[src/rtl/pipe_ctrl_gen.sv]
// pipe_ctrl_gen
//   Pipeline stall/flush controller. It sits between the per-stage stall
//   requesters, the CP0/exception unit and pc_reg. It produces the per-stage
//   stall vector, a flush window of FLUSH_CYCLES cycles with the exception
//   target PC held alongside it, and a sticky consecutive-stall watchdog flag.
//
// Parameters
//   NSTAGE       number of pipeline stages (>=3)
//   FLUSH_CYCLES cycles flush/new_pc stay asserted per exception (>=1)
//   STALL_TMO    consecutive stalled cycles that trip the watchdog (>=2)
//   USE_EBASE    1: BEV=0 vector base comes from EBase; 0: fixed 0x80000000
//
// Ports
//   clk, rst     clock (rising edge), synchronous active-high reset
//   stallreq     per-stage stall requests (bit0 = pc ... bitN-1 = wb)
//   stall_all    global freeze, stalls every stage
//   exc_code     0 none, 1 reset, 2 tlb refill, 3 interrupt, 4 eret, 5-7 general
//   cp0_epc_i    EPC, used as the eret target
//   ebase_i      EBase, supplies the BEV=0 vector base
//   status_i     CP0 Status ([22]=BEV, [1]=EXL)
//   cause_i      CP0 Cause ([23]=IV)
//   tmo_clr      clears the sticky watchdog flag
//   stall        stall[k]=1 holds stage k
//   flush        pipeline flush
//   new_pc       exception/eret target, valid while flush=1, else 0
//   stall_tmo    sticky watchdog flag
module pipe_ctrl_gen #(
  parameter int NSTAGE       = 6,
  parameter int FLUSH_CYCLES = 1,
  parameter int STALL_TMO    = 255,
  parameter int USE_EBASE    = 1
) (
  input  logic              clk,
  input  logic              rst,
  input  logic [NSTAGE-1:0] stallreq,
  input  logic              stall_all,
  input  logic [2:0]        exc_code,
  input  logic [31:0]       cp0_epc_i,
  input  logic [31:0]       ebase_i,
  input  logic [31:0]       status_i,
  input  logic [31:0]       cause_i,
  input  logic              tmo_clr,
  output logic [NSTAGE-1:0] stall,
  output logic              flush,
  output logic [31:0]       new_pc,
  output logic              stall_tmo
);

  // Counter holds FLUSH_CYCLES-1, i.e. the cycles remaining after cycle 0.
  localparam int FCW = (FLUSH_CYCLES > 1) ? $clog2(FLUSH_CYCLES) : 1;
  localparam int TCW = $clog2(STALL_TMO + 1);
  localparam logic [FCW-1:0] FLUSH_INIT = FCW'(FLUSH_CYCLES - 1);
  localparam logic [TCW-1:0] TMO_MAX    = TCW'(STALL_TMO);
  localparam logic [TCW-1:0] TMO_LAST   = TCW'(STALL_TMO - 1);

  typedef enum logic {ST_IDLE, ST_FLUSH} state_t;

  state_t          state_q, state_d;
  logic [FCW-1:0]  flush_cnt_q, flush_cnt_d;
  logic [31:0]     held_pc_q, held_pc_d;
  logic [TCW-1:0]  tmo_cnt_q, tmo_cnt_d;
  logic            stall_tmo_q, stall_tmo_d;

  logic            accept;
  logic [31:0]     vector;
  logic [31:0]     base;
  logic [NSTAGE-1:0] req_mask;
  logic            bev, exl, iv;

  // Only a few CSR bits matter; the rest are intentionally ignored.
  logic unused_bits;
  assign unused_bits = ^{status_i[31:23], status_i[21:2], status_i[0],
                         cause_i[31:24], cause_i[22:0], ebase_i[11:0]};

  assign bev = status_i[22];
  assign exl = status_i[1];
  assign iv  = cause_i[23];

  // Exception acceptance and vector selection. A reset request may preempt
  // an open flush window; any other code arriving in FLUSH is dropped.
  always_comb begin
    base   = (USE_EBASE != 0) ? {ebase_i[31:12], 12'h000} : 32'h8000_0000;
    accept = !rst && (exc_code != 3'd0) &&
             ((state_q == ST_IDLE) || (exc_code == 3'd1));
    case (exc_code)
      3'd0:    vector = 32'h0000_0000;
      3'd1:    vector = 32'hBFC0_0000;
      3'd2:    vector = bev ? (exl ? 32'hBFC0_0380 : 32'hBFC0_0200)
                            : (exl ? base + 32'h180 : base);
      3'd3:    vector = bev ? (iv ? 32'hBFC0_0400 : 32'hBFC0_0380)
                            : (iv ? base + 32'h200 : base + 32'h180);
      3'd4:    vector = cp0_epc_i;
      default: vector = bev ? 32'hBFC0_0380 : base + 32'h180;
    endcase
  end

  // Thermometer of the highest requesting stage: everything upstream of it
  // must hold as well.
  always_comb begin
    req_mask = '0;
    for (int k = NSTAGE - 1; k >= 0; k--) begin
      if (k == NSTAGE - 1) req_mask[k] = stallreq[k];
      else                 req_mask[k] = stallreq[k] | req_mask[k+1];
    end
  end

  // State register; reset is applied through the _d logic.
  always_ff @(posedge clk) begin
    state_q     <= state_d;
    flush_cnt_q <= flush_cnt_d;
    held_pc_q   <= held_pc_d;
    tmo_cnt_q   <= tmo_cnt_d;
    stall_tmo_q <= stall_tmo_d;
  end

  // Next-state logic for the flush window. The vector is captured only at
  // acceptance so CSR changes during the window cannot disturb new_pc.
  always_comb begin
    state_d     = state_q;
    flush_cnt_d = flush_cnt_q;
    held_pc_d   = held_pc_q;
    if (rst) begin
      state_d     = ST_IDLE;
      flush_cnt_d = '0;
      held_pc_d   = '0;
    end else if (accept) begin
      held_pc_d   = vector;
      flush_cnt_d = FLUSH_INIT;
      state_d     = (FLUSH_CYCLES > 1) ? ST_FLUSH : ST_IDLE;
    end else if (state_q == ST_FLUSH) begin
      if (flush_cnt_q != '0) flush_cnt_d = flush_cnt_q - FCW'(1);
      if (flush_cnt_q <= FCW'(1)) state_d = ST_IDLE;
    end
  end

  // Outputs. Flush beats any stall request, and reset silences everything.
  always_comb begin
    flush     = 1'b0;
    new_pc    = '0;
    stall     = '0;
    stall_tmo = 1'b0;
    if (!rst) begin
      stall_tmo = stall_tmo_q;
      if (accept) begin
        flush  = 1'b1;
        new_pc = vector;
      end else if (state_q == ST_FLUSH) begin
        flush  = 1'b1;
        new_pc = held_pc_q;
      end else if (stall_all) begin
        stall = '1;
      end else begin
        stall = req_mask;
      end
    end
  end

  // Watchdog: counts consecutive stalled cycles, saturating. The flag is set
  // on the edge where the count reaches STALL_TMO; a clear request wins.
  always_comb begin
    tmo_cnt_d   = tmo_cnt_q;
    stall_tmo_d = stall_tmo_q;
    if (rst) begin
      tmo_cnt_d   = '0;
      stall_tmo_d = 1'b0;
    end else begin
      if (stall == '0)              tmo_cnt_d = '0;
      else if (tmo_cnt_q != TMO_MAX) tmo_cnt_d = tmo_cnt_q + TCW'(1);
      if (tmo_clr)
        stall_tmo_d = 1'b0;
      else if ((stall != '0) && (tmo_cnt_q == TMO_LAST))
        stall_tmo_d = 1'b1;
    end
  end

endmodule

[config.mk]
export PLATFORM = sky130hd
export DESIGN_NAME = pipe_ctrl_gen
export DESIGN_NICKNAME = d
export VERILOG_FILES = /design/src/rtl/pipe_ctrl_gen.sv
export SDC_FILE = /design/constraint.sdc
export NUM_CORES = 1
export LEC_CHECK = 0
export BUFFER_PORTS_ARGS = -buffer_cell sky130_fd_sc_hd__buf_2
export CAP_MARGIN = 20
export CORE_AREA = 2 2 71 73
export DETAILED_ROUTE_END_ITERATION = 16
export DIE_AREA = 0 0 73 75
export GPL_TIMING_DRIVEN = 0
export HOLD_SLACK_MARGIN = 0.05
export PLACE_DENSITY = 0.69
export REMOVE_ABC_BUFFERS = 1
export SLEW_MARGIN = 20
export SYNTH_ARGS = -nofsm -noshare
export SYNTH_HDL_FRONTEND = slang
export SYNTH_SLANG_ARGS = --single-unit
[constraint.sdc]
create_clock -name clk -period 2.8 [get_ports clk]
set_clock_uncertainty 0.05 [all_clocks]
set_input_delay 0.14 -clock clk [delete_from_list [all_inputs] [get_ports clk]]
set_output_delay 0.14 -clock clk [all_outputs]
set_load 0.03 [all_outputs]
After elaboration in Yosys (flattened, before gate mapping):

Cells that the tools add are included.

* bits in writable memories: 0
* latch bits: 0
* output and inout bits: 40
* memory bits (read-only): 0
* register bits after elaboration: 43
* memories: 0

* equality and inequality tests: 6
* shift operators: 0
* reduce and logical (&&, ||, !) cells: 13
* bitwise operators: 6
* add/sub/neg operators: 4
* magnitude comparators: 1
* muxes and demuxes: 21
* divide/modulo/power cells: 0
* multiply operators: 0

Operators with widths (count)
* 32-bit 2-to-1 mux: 8
* 32-bit case mux with 5 select lines: 1
* 32-bit by 10-bit adder with 32-bit output (second input constant): 1
* 32-bit by 9-bit adder with 32-bit output (second input constant): 1
* 6-bit 2-to-1 mux: 4
* 11-bit 2-to-1 mux: 1
* 9-bit 2-to-1 mux: 1
* 8-bit by 1-bit adder with 8-bit output (second input constant): 1
* 8-bit == test (second input constant): 1
* 8-bit inequality test (second input constant): 1
* 3-bit by 2-bit == test with 1-bit output (second input constant): 2
* 6-bit zero test: 1
* 1-bit 2-to-1 mux: 6
* 6-bit nonzero test: 1
* 2-bit OR reduction: 3
* 1-bit bitwise OR: 5
* 3-bit by 1-bit == test with 1-bit output (second input constant): 1
* 3-bit == test (second input constant): 1
* 1-bit logical AND: 3
* 3-bit zero test: 1
* 3-bit nonzero test: 1
* 3-bit OR reduction: 1
* 1-bit less-or-equal comparator (second input constant): 1
* 1-bit zero test: 1
* other kinds (3): 3

Depth between registers and ports, before layout:

Gate-level depths: netlist of run 1.

* depth after elaboration: 11
* depth in mapped cells: 5
* depth with buffers taken out: 4

Least setup slack after synthesis of run 1:

No wires, ideal clock.

* path kind: input to output
* from: in exc_code[1]
* to: out new_pc[24]
* setup slack: 1.082 ns
* arrival: 1.528 ns
* stages on the path: 5
* path buffers: 2
* path through: buf_2 or2_1 clkbuf_1 a21oi_1 nor3_1

* cells in the longest elaborated chain, start to end: 5
* elaborated cells between the ends (all ways): 12

Ends and longest elaborated chain
* start, declared: RTL line 37 `input logic [2:0] exc_code,`
* parallel branches: the longest is 3 deep, another holds 32-bit case mux with 5 select lines
* 32-bit 2-to-1 mux *: RTL line 144 `if (accept) begin`
* 32-bit 2-to-1 mux *: RTL line 142 `if (!rst) begin`
* end, declared: RTL line 45 `output logic [31:0] new_pc,`

Every way passes the cells marked *.

Worst setup path after layout of run 1:

* from: in exc_code[1]
* to: out new_pc[19]

The elaborated chain is that of the path after synthesis.

==> impl_metrics.py, run 1 <==
metrics = {
    "clocking": {
        "root_buffer": "clkbuf_8",
        "cts_made_buffers": 3,
        "clock_sinks": 9,
        "cts_setup_buffers": 0,
        "insertion_delay_ps": 230,
        "cts_buffer_depth": 2,
        "ctsHoldBuffers": 0,
        "clk_pin_slew_ps": 40,
        "cts_resized": 0,
        "cts_tree": "done",
        "htree_levels": 1,
    },
    "worst_hold_path": {
        "min_path_type": "in2reg",
    },
    "synth": {
        "syn_inst": 146,
        "ys_ff_latch": 9,
        "synthSimpleGateAreaFrac": 0.432,
        "synth_fa_ha_area_frac": 0.0360,
        "syn-cell-area_mm2": 0.00104,
        "synthDistinctLibCells": 43,
        "yosysWarnings": 0,
        "synth_top_family_by_area": "simple AND/OR/NAND/NOR gates",
        "synth-seq-area-share": 0.173,
        "synth_compound_area_frac": 0.285,
        "synthXorXnorAreaFrac": 0.0168,
        "synth_mux_area_frac": 0,
        "synth.avg_cell_area_um2": 7.14,
    },
    "timing": {
        "finalCritPeriodShare": 0.699,
        "hold_violations": 0,
        "slew_violations": 0,
        "min_period_ps": 1960,
        "rsz0062_at_grt": "false",
        "finalSetupTns_ps": 0,
        "max-slew-margin-rel": 0.593,
        "setup_viol": 0,
        "max_clock_freq_ghz": 0.511,
        "tightest_slew_ps": 608,
    },
    "worst_setup_path": {
        "critPathMaxFanout": 17,
        "ff2ff_setup_slack_ps": 1240,
        "worstSetupPathType": "in2out",
        "startpoint_type": "input pin",
        "cp.arrival_ps": 1770,
        "end_kind": "primary output",
        "required_ps": 2610,
    },
    "route": {
        "ant_nets": 0,
        "drt_iter0_drc": 43,
        "vias_per_cell": 4.80,
        "drtPass1Iterations": 4,
        "routedWlPerCell_um": 11.7,
        "wl_um": 3530,
        "dr_total_vias": 1449,
        "drc": 0,
    },
    "floorplanning": {
        "rows": 25,
        "die_h_um": 75,
        "fp.coreArea_mm2": 0.00466,
        "start_util": 0.224,
        "io_pins": 181,
        "design.die.area_mm2": 0.00548,
        "fp.dieW_um": 73,
    },
    "global_route": {
        "antenna_found_initial": 0,
        "grt_first_pass_wirelength_um": 5070,
        "grt_usage": 0.115,
        "grt_max_degree": 23,
        "grt_pass1_vias": 1131,
        "grt_overflow": 0,
    },
    "final_layout": {
        "area.growth.synth_to_final_pct": 58.6,
        "ff_latch_area_um2": 180,
        "diodes": 0,
        "utilization": 0.355,
        "nFillCells": 500,
        "final_layout_size_suffix_gt1_frac": 0.484,
        "multi_input_area_um2": 802,
        "layout.nets": 393,
    },
    "power": {
        "leakagePower_nw": 0.821,
        "ir_drop_v": 0.000246,
        "power_density_mw_per_mm2": 288,
    },
    "placement": {
        "hpwl_um": 2800,
        "port_buffers": 107,
        "routabilityCongestion": 0.741,
    },
    "run": {
        "drv_cap": 0,
    },
    "run_status": {
        "status": "complete, no violations",
    },
}
-- metrics by stage --
stage          hold WS, ps  worst slack (ps)  power, mW  instances  cell area, µm²
5_1_grt                166               717      0.509        302            1650
6_report               136               843      0.476        302            1650
3_5_place_dp           377               853      0.332        298            1610
4_1_cts                133               856      0.484        302            1650
2_1_floorplan          191              1250      0.236        137            1000
3_3_place_gp           373               856      0.331        298            1610
-- state kept, by name, indices dropped and copies added (netlist names) --
signal / cells
tmo_cnt_q: 8
stall_tmo_q: 1
-- report_power, final --
part / leakage, nW / switching [mW] / total [mW] / internal, mW
logic: 0.726 / 0.123 / 0.199 / 0.0764
clock network: 0.0228 / 0.0483 / 0.147 / 0.0989
registers: 0.0725 / 0.000683 / 0.130 / 0.129
-- synthesized netlist by cell type, drive strengths merged --
cell type  number  area, µm²
o41ai           2       36.3
a31o            1       8.76
a21o            1       7.51
nand2b          1       6.26
or3             2       12.5
nand2           5       18.8
ha              3       37.5
nor4            2       27.5
nor4b           1       8.76
o21ai           3       15.0
buf             4       17.5
o21bai          2       15.0
nand3           7       35.0
nand4b          2       17.5
inv             6       22.5
nor3b           3       33.8
or4             1       11.3
a31oi           2       12.5
o21a            1       7.51
and2           10       63.8
nor2            7       26.3
or2             3       18.8
nor2b           2       12.5
a22o            9       78.8
nand4           2       12.5
and3            1       6.26
a21oi          19       98.9
xnor2           2       17.5
a32oi           1       8.76
dfxtp           9        180
clkbuf          5       20.0
a211oi          1       7.51
nor3           25        130
and3b           1       8.76
-- area by class of cell --
type,instances,share of cell area
Multi-Input combinational cell,122,0.485
Timing Repair Buffer,107,0.324
Inverter,6,0.0136
Tap cell,54,0.0409
Sequential cell,9,0.109
Clock buffer,4,0.0273
-- cells in the final DEF, fill, tap and decap left out, types with 3 or more instances in the layout --
cell type  count
nand3_1        7
a22o_1         9
o21ai_0        3
ha_1           3
clkbuf_8       3
inv_1          6
nor3_1        24
and2_1         9
nor2_1         7
dfxtp_1        9
nand2_1        5
buf_2        107
a21oi_1       18
-- cell families after synthesis --
| group | count (synthesis) |
|---|---|
| adder cells (fa/ha/maj) | 3 |
| AO/OA/AOI/OAI | 42 |
| buffers and inverters | 15 |
| XOR/XNOR | 2 |
| flip-flops | 9 |
| AND/OR/NAND/NOR | 75 |
-- worst max-delay path: stages --
cell and delay, ps:
buf_2 160, or2_1 440, nor3b_4 580, a22o_1 250
buf_2 200
-- per-layer routing --
layer,vias up,GRT usage,part of all wire
met2,58,0.205,0.49
met4,0,0.0309,0.0079
met5,-,0,0
met1,635,0.146,0.43
met3,5,0.0120,0.071
li1,751,-,-
-- worst paths after layout --
kind                                           startpoint                   endpoint  depth (start not counted)
worst min register to register  tmo_cnt_q[3]$_SDFFE_PP0P_   stall_tmo_q$_SDFFE_PP0P_                          2
worst max register to register  tmo_cnt_q[0]$_SDFFE_PP0P_  tmo_cnt_q[1]$_SDFFE_PP0P_                          4
worst min-delay path                              tmo_clr   stall_tmo_q$_SDFFE_PP0P_                          3
worst max-delay path                          exc_code[1]                 new_pc[19]                          5
No activity file was read; power rests on OpenSTA's default activity.
==> run 2, diff against run 1 <==
Settings changed: ABC_AREA from default to 1, PLACE_DENSITY 0.69 to 0.74.
Clock period 2.8 ns to 1.8 ns, I/O delays scaled along.
==> impl_metrics.py, run 2 <==
metrics = {
    "synth": {
        "synth-seq-area-share": 0.163,
        "synthSimpleGateAreaFrac": 0.423,
        "synthDistinctLibCells": 25,
        "synth.avg_cell_area_um2": 5.54,
        "synth.most_common_cell": "nand2_1",
        "synthTopCellsByArea": "dfxtp_1 16%, nand2_1 14%, nand3_1 11%, inv_1 10%, nor2_1 9.1%",
        "synth_top_area_frac": 0.163,
        "synth-edff-count": 0,
        "yosysWarnings": 0,
        "synth_commonest_cells": "42 x nand2_1, 30 x inv_1, 27 x nor2_1",
        "syn_inst": 200,
        "async_flop_share": 0,
        "synthXorXnorAreaFrac": 0.0316,
        "synth_area_leader_cell": "dfxtp_1",
        "synth_top_family_by_area": "simple AND/OR/NAND/NOR gates",
        "synth_fa_ha_area_frac": 0.0339,
        "ys_ff_latch": 9,
        "syn-cell-area_mm2": 0.00111,
        "synthFlopType": "dfxtp_1",
        "synth_mux_area_frac": 0,
        "synth_compound_area_frac": 0.204,
    },
    "clocking": {
        "cts_buffer_depth": 2,
        "cts_made_buffers": 3,
        "clk_pin_slew_ps": 40,
        "htree_levels": 1,
        "cts_tree": "done",
        "clock_sinks": 9,
        "root_buffer": "clkbuf_8",
        "insertion_delay_ps": 230,
    },
    "placement": {
        "port_buffers": 107,
        "dp_slack_ps": 11.4,
        "hpwl_um": 2910,
        "dp.cells": 355,
        "routabilityCongestion": 0.809,
    },
    "final_layout": {
        "layout.cells.non_filler": 360,
        "nFillCells": 509,
        "layout.nets": 451,
        "largestRegisters": "tmo_cnt_q (8), stall_tmo_q (1)",
        "largest_reg_flops": 8,
        "layout_commonest_cell": "buf_2",
        "top_register": "tmo_cnt_q",
        "final_layout_size_suffix_gt1_frac": 0.418,
        "final_cell_mix": "107 x buf_2, 42 x nand2_1, 30 x inv_1, 27 x nor2_1, 25 x nand3_1",
        "diodes": 0,
        "area.growth.synth_to_final_pct": 56.8,
    },
    "floorplanning": {
        "fp.dieW_um": 73,
        "fp.coreArea_mm2": 0.00466,
        "io_pins": 181,
        "design.die.area_mm2": 0.00548,
        "die_h_um": 75,
        "start_util": 0.238,
        "rows": 25,
    },
    "worst_setup_path": {
        "r2r_end": "tmo_cnt_q[1]$_SDFFE_PP0P_",
        "critPathMaxFanout": 13,
        "ff2ff_setup_slack_ps": 330,
        "required_ps": 1660,
        "worstSetupPathType": "in2out",
        "timing.rr.start": "tmo_cnt_q[0]$_SDFFE_PP0P_",
        "cpPeakStageDelay_ps": 530,
        "startpoint_type": "input pin",
        "critical_path.startpoint": "exc_code[2]",
        "critPathSlowestCell": "a211oi_4",
        "end_kind": "primary output",
        "worstRegToRegCells": 8,
        "path_cells": "buf_2 > inv_1 > a211oi_4 > nand2_1 > a21oi_1 > buf_2",
        "cp.arrival_ps": 1500,
        "cpMostUsedCell": "buf_2",
    },
    "global_route": {
        "grt_pass1_vias": 1403,
        "grt_usage": 0.124,
        "grt_max_degree": 21,
        "antenna_found_initial": 0,
        "grt_first_pass_wirelength_um": 5600,
        "grt_overflow": 0,
    },
    "timing": {
        "hold_violations": 0,
        "min_period_ps": 1640,
        "setup_viol": 0,
        "rsz0062_at_grt": "false",
        "slew_violations": 0,
        "worst_slack_ps": 163,
        "max_clock_freq_ghz": 0.611,
        "finalCritPeriodShare": 0.909,
        "max-slew-margin-rel": 0.621,
        "tightest_slew_ps": 568,
        "finalSetupTns_ps": 0,
    },
    "route": {
        "ant_nets": 0,
        "dr_total_vias": 1601,
        "drt_iter0_drc": 36,
        "vias_per_cell": 4.45,
        "drtPass1Iterations": 4,
        "routedWlPerCell_um": 10.2,
        "drc": 0,
        "wl_um": 3670,
    },
    "run_status": {
        "status": "complete, no violations",
    },
    "power": {
        "power_switching_mw": 0.296,
        "seqPwrFrac": 0.261,
        "clkPwrFrac": 0.305,
        "power_density_mw_per_mm2": 445,
        "power_mw": 0.774,
        "swShare": 0.383,
        "ir_drop_v": 0.000167,
        "power_frac_comb": 0.434,
        "internal_power_mw": 0.477,
        "leakagePower_nw": 1.04,
    },
    "worst_hold_path": {
        "min_path_type": "in2reg",
        "holdPathEnd": "stall_tmo_q$_SDFFE_PP0P_",
        "hold_start": "rst",
        "hold_depth": 3,
    },
    "run": {
        "drv_cap": 0,
    },
}
run 2: cell count changes after synthesis, sizes merged, moves of 3 or more:
cell and change:
nand2 +41, a22o -9, clkbuf -3, a21oi +3
nor3b -3, and2 -10, nor3 -25, nand3 +18
nor2 +26, o22ai +10, inv +27
run 2: routing by layer:
| layer | vias to the layer above | track usage | share of wire |
|---|---|---|---|
| li1 | 857 | - | - |
| met1 | 682 | 0.149 | 0.45 |
| met2 | 57 | 0.225 | 0.48 |
| met3 | 5 | 0.0187 | 0.060 |
| met4 | 0 | 0.0453 | 0.0098 |
| met5 | - | 0 | 0 |
run 2: critical path, delay by kind of cell:
kind	cells	cell delay, ps
AOI/OAI and AO/OA	2	670
buffers and inverters	3	620
and+or+nand+nor	1	110
run 2: through the flow:
step           utilization  hold WS (ps)  area, µm²
2_1_floorplan            -           194       1070
3_3_place_gp         0.359           280       1680
3_5_place_dp         0.359           280       1680
4_1_cts              0.371           160       1730
5_1_grt              0.373           171       1740
6_report             0.373           162       1740
run 2: how the worst max path moves through the flow:
stage | endpoint | slack, ps | cells past startpoint
5_1_grt | new_pc[13] | 3 | 6
2_1_floorplan | new_pc[22] | 340 | 4
3_3_place_gp | new_pc[21] | 20 | 6
4_1_cts | new_pc[13] | 10 | 6
6_report | new_pc[13] | 160 | 6
3_5_place_dp | new_pc[13] | 10 | 6
run 2: kinds of logic after synthesis:
kind of cell	count (synthesis)
XOR/XNOR	4
AO/OA/AOI/OAI	39
AND/OR/NAND/NOR	106
flip-flops	9
adder cells (fa/ha/maj)	3
buffers and inverters	39
run 2: timing repair:
| item | in CTS | in global routing |
|---|---|---|
| hold buffers | 1 | 0 |
| buffers inserted | 0 | 0 |
| endpoints found under the hold margin | 1 | 0 |
| gates resized for setup | 0 | 1 |
| setup endpoints to repair | 0 | 11 |
run 2: power groups by stage:
stage	clock [mW]	sequential, mW	combinational [mW]
CTS	0.240	0.201	0.335
global route	0.252	0.201	0.367
global placement	0	0.205	0.327
finish	0.236	0.202	0.336
detailed placement	0	0.205	0.332
floorplan	0	0.205	0.190
run 2: final cells by class:
| type | instances | area (µm²) | share of cell area |
|---|---|---|---|
| flip-flops and latches | 9 | 180 | 0.104 |
| multi-input cells | 152 | 776 | 0.446 |
| clock buffers | 4 | 45.0 | 0.0259 |
| well taps | 54 | 67.6 | 0.0389 |
| inverters | 33 | 124 | 0.0713 |
| repair buffers | 108 | 546 | 0.314 |
==> run 3, diff against run 2 <==
Settings changed: CELL_PAD_IN_SITES_DETAIL_PLACEMENT from default to 2, CELL_PAD_IN_SITES_GLOBAL_PLACEMENT from default to 2, CORE_AREA 2 2 71 73 to default, CORE_MARGIN from default to 2, CORE_UTILIZATION from default to 10, DIE_AREA 0 0 73 75 to default, PLACE_DENSITY 0.74 to 0.83.
==> impl_metrics.py, run 3 (synthesized netlist as in run 2, its figures left out) <==
metrics = {
    "global_route": {
        "grt_first_pass_wirelength_um": 8470,
        "grt_overflow": 0,
        "grt_usage": 0.0886,
        "grt_max_degree": 21,
        "antenna_found_initial": 0,
        "grt_pass1_vias": 1828,
    },
    "power": {
        "power_mw": 0.800,
        "power_density_mw_per_mm2": 429,
        "ir_drop_v": 0.000221,
        "leakagePower_nw": 1.04,
    },
    "timing": {
        "finalCritPeriodShare": 0.903,
        "max-slew-margin-rel": 0.718,
        "worst_slack_ps": 174,
        "hold_violations": 0,
        "setup_viol": 0,
        "max_clock_freq_ghz": 0.615,
        "finalSetupTns_ps": 0,
        "min_period_ps": 1630,
        "rsz0062_at_grt": "false",
        "tightest_slew_ps": 422,
        "slew_violations": 0,
    },
    "floorplanning": {
        "design.die.area_mm2": 0.0119,
        "start_util": 0.102,
        "rows": 38,
        "io_pins": 181,
        "fp.coreArea_mm2": 0.0108,
        "die_h_um": 109,
        "fp.dieW_um": 109,
    },
    "route": {
        "wl_um": 5540,
        "vias_per_cell": 3.83,
        "drt_iter0_drc": 60,
        "drc": 0,
        "routedWlPerCell_um": 12.4,
        "dr_total_vias": 1717,
        "drtPass1Iterations": 3,
        "ant_nets": 0,
    },
    "final_layout": {
        "final_cell_mix": "107 x buf_2, 42 x nand2_1, 29 x inv_1, 27 x nor2_1, 25 x nand3_1",
        "area.growth.synth_to_final_pct": 68.2,
        "largest_reg_flops": 8,
        "layout_commonest_cell": "buf_2",
        "postLayoutCellArea_mm2": 0.00186,
        "top_register": "tmo_cnt_q",
        "diodes": 0,
        "final_layout_size_suffix_gt1_frac": 0.425,
        "largestRegisters": "tmo_cnt_q (8), stall_tmo_q (1)",
        "layout.nets": 453,
        "utilization": 0.172,
    },
    "worst_setup_path": {
        "critPathMaxFanout": 13,
        "worstSetupPathType": "in2out",
        "worstRegToRegCells": 8,
        "startpoint_type": "input pin",
        "ff2ff_setup_slack_ps": 240,
        "cp.arrival_ps": 1490,
        "required_ps": 1660,
        "end_kind": "primary output",
    },
    "clocking": {
        "cts_buffer_depth": 2,
        "root_buffer": "clkbuf_8",
        "htree_levels": 1,
        "clock_sinks": 9,
        "clk_pin_slew_ps": 40,
        "cts_made_buffers": 3,
        "cts_tree": "done",
        "insertion_delay_ps": 240,
    },
    "run_status": {
        "status": "complete, no violations",
    },
    "placement": {
        "placed_cell_area_mm2": 0.00178,
        "dp_slack_ps": -171,
        "hpwl_um": 4650,
        "routabilityCongestion": 0.741,
        "port_buffers": 107,
    },
    "worst_hold_path": {
        "hold_depth": 3,
        "min_path_type": "in2reg",
    },
    "run": {
        "drv_cap": 0,
    },
}
run 3: cell count changes in the layout (fill, tap and decap cells not counted):
| cell | delta |
|---|---|
| inv_1 | -1 |
| clkinvlp_4 | +1 |
| buf_4 | +2 |
run 3: timing repair:
| action | in CTS | in global routing |
|---|---|---|
| hold endpoints to repair | 1 | 0 |
| setup endpoints to repair | 11 | 19 |
| buffers inserted | 0 | 2 |
| pin swaps | 0 | 1 |
| hold buffers | 1 | 0 |
| gates resized for setup | 1 | 1 |
| gates cloned | 0 | 0 |
run 3: path summary, 6_finish.rpt:
kind / start / to
worst min register to register: stall_tmo_q$_SDFFE_PP0P_ / stall_tmo_q$_SDFFE_PP0P_
worst max register to register: tmo_cnt_q[1]$_SDFFE_PP0P_ / tmo_cnt_q[0]$_SDFFE_PP0P_
worst min-delay path: rst / stall_tmo_q$_SDFFE_PP0P_
worst max-delay path: exc_code[2] / new_pc[22]
run 3: critical path: stages:
cell and delay (ps):
buf_2 240, inv_1 190, a21oi_2 320, nand2_2 210
o22ai_1 190, buf_2 230
run 3: power breakdown:
part           switching, mW  leakage, nW  total (mW)  internal, mW
clock network         0.0875       0.0228       0.242         0.155
registers           0.000982       0.0725       0.202         0.201
logic                  0.229        0.948       0.356         0.127
total                  0.318         1.04       0.800         0.482
run 3: area by class of cell:
class | count | area [µm²]
fill | 1340 | 8980
multi-input combinational | 152 | 776
timing repair buffer | 110 | 561
sequential | 9 | 180
tap | 140 | 175
inverter | 33 | 128
clock buffer | 4 | 45.0
run 3: through the flow:
step                hold WS, ps  instances
finish                      204        448
floorplan                   194        194
detailed placement          291        441
global route                224        448
CTS                         177        446
global placement            279        441
run 3: per-layer routing:
layer	vias up	track usage	part of all wire
li1	854	-	-
met1	815	0.0978	0.40
met2	44	0.177	0.55
met3	4	0.0124	0.043
met4	0	0.0181	0.0069
met5	-	0	0
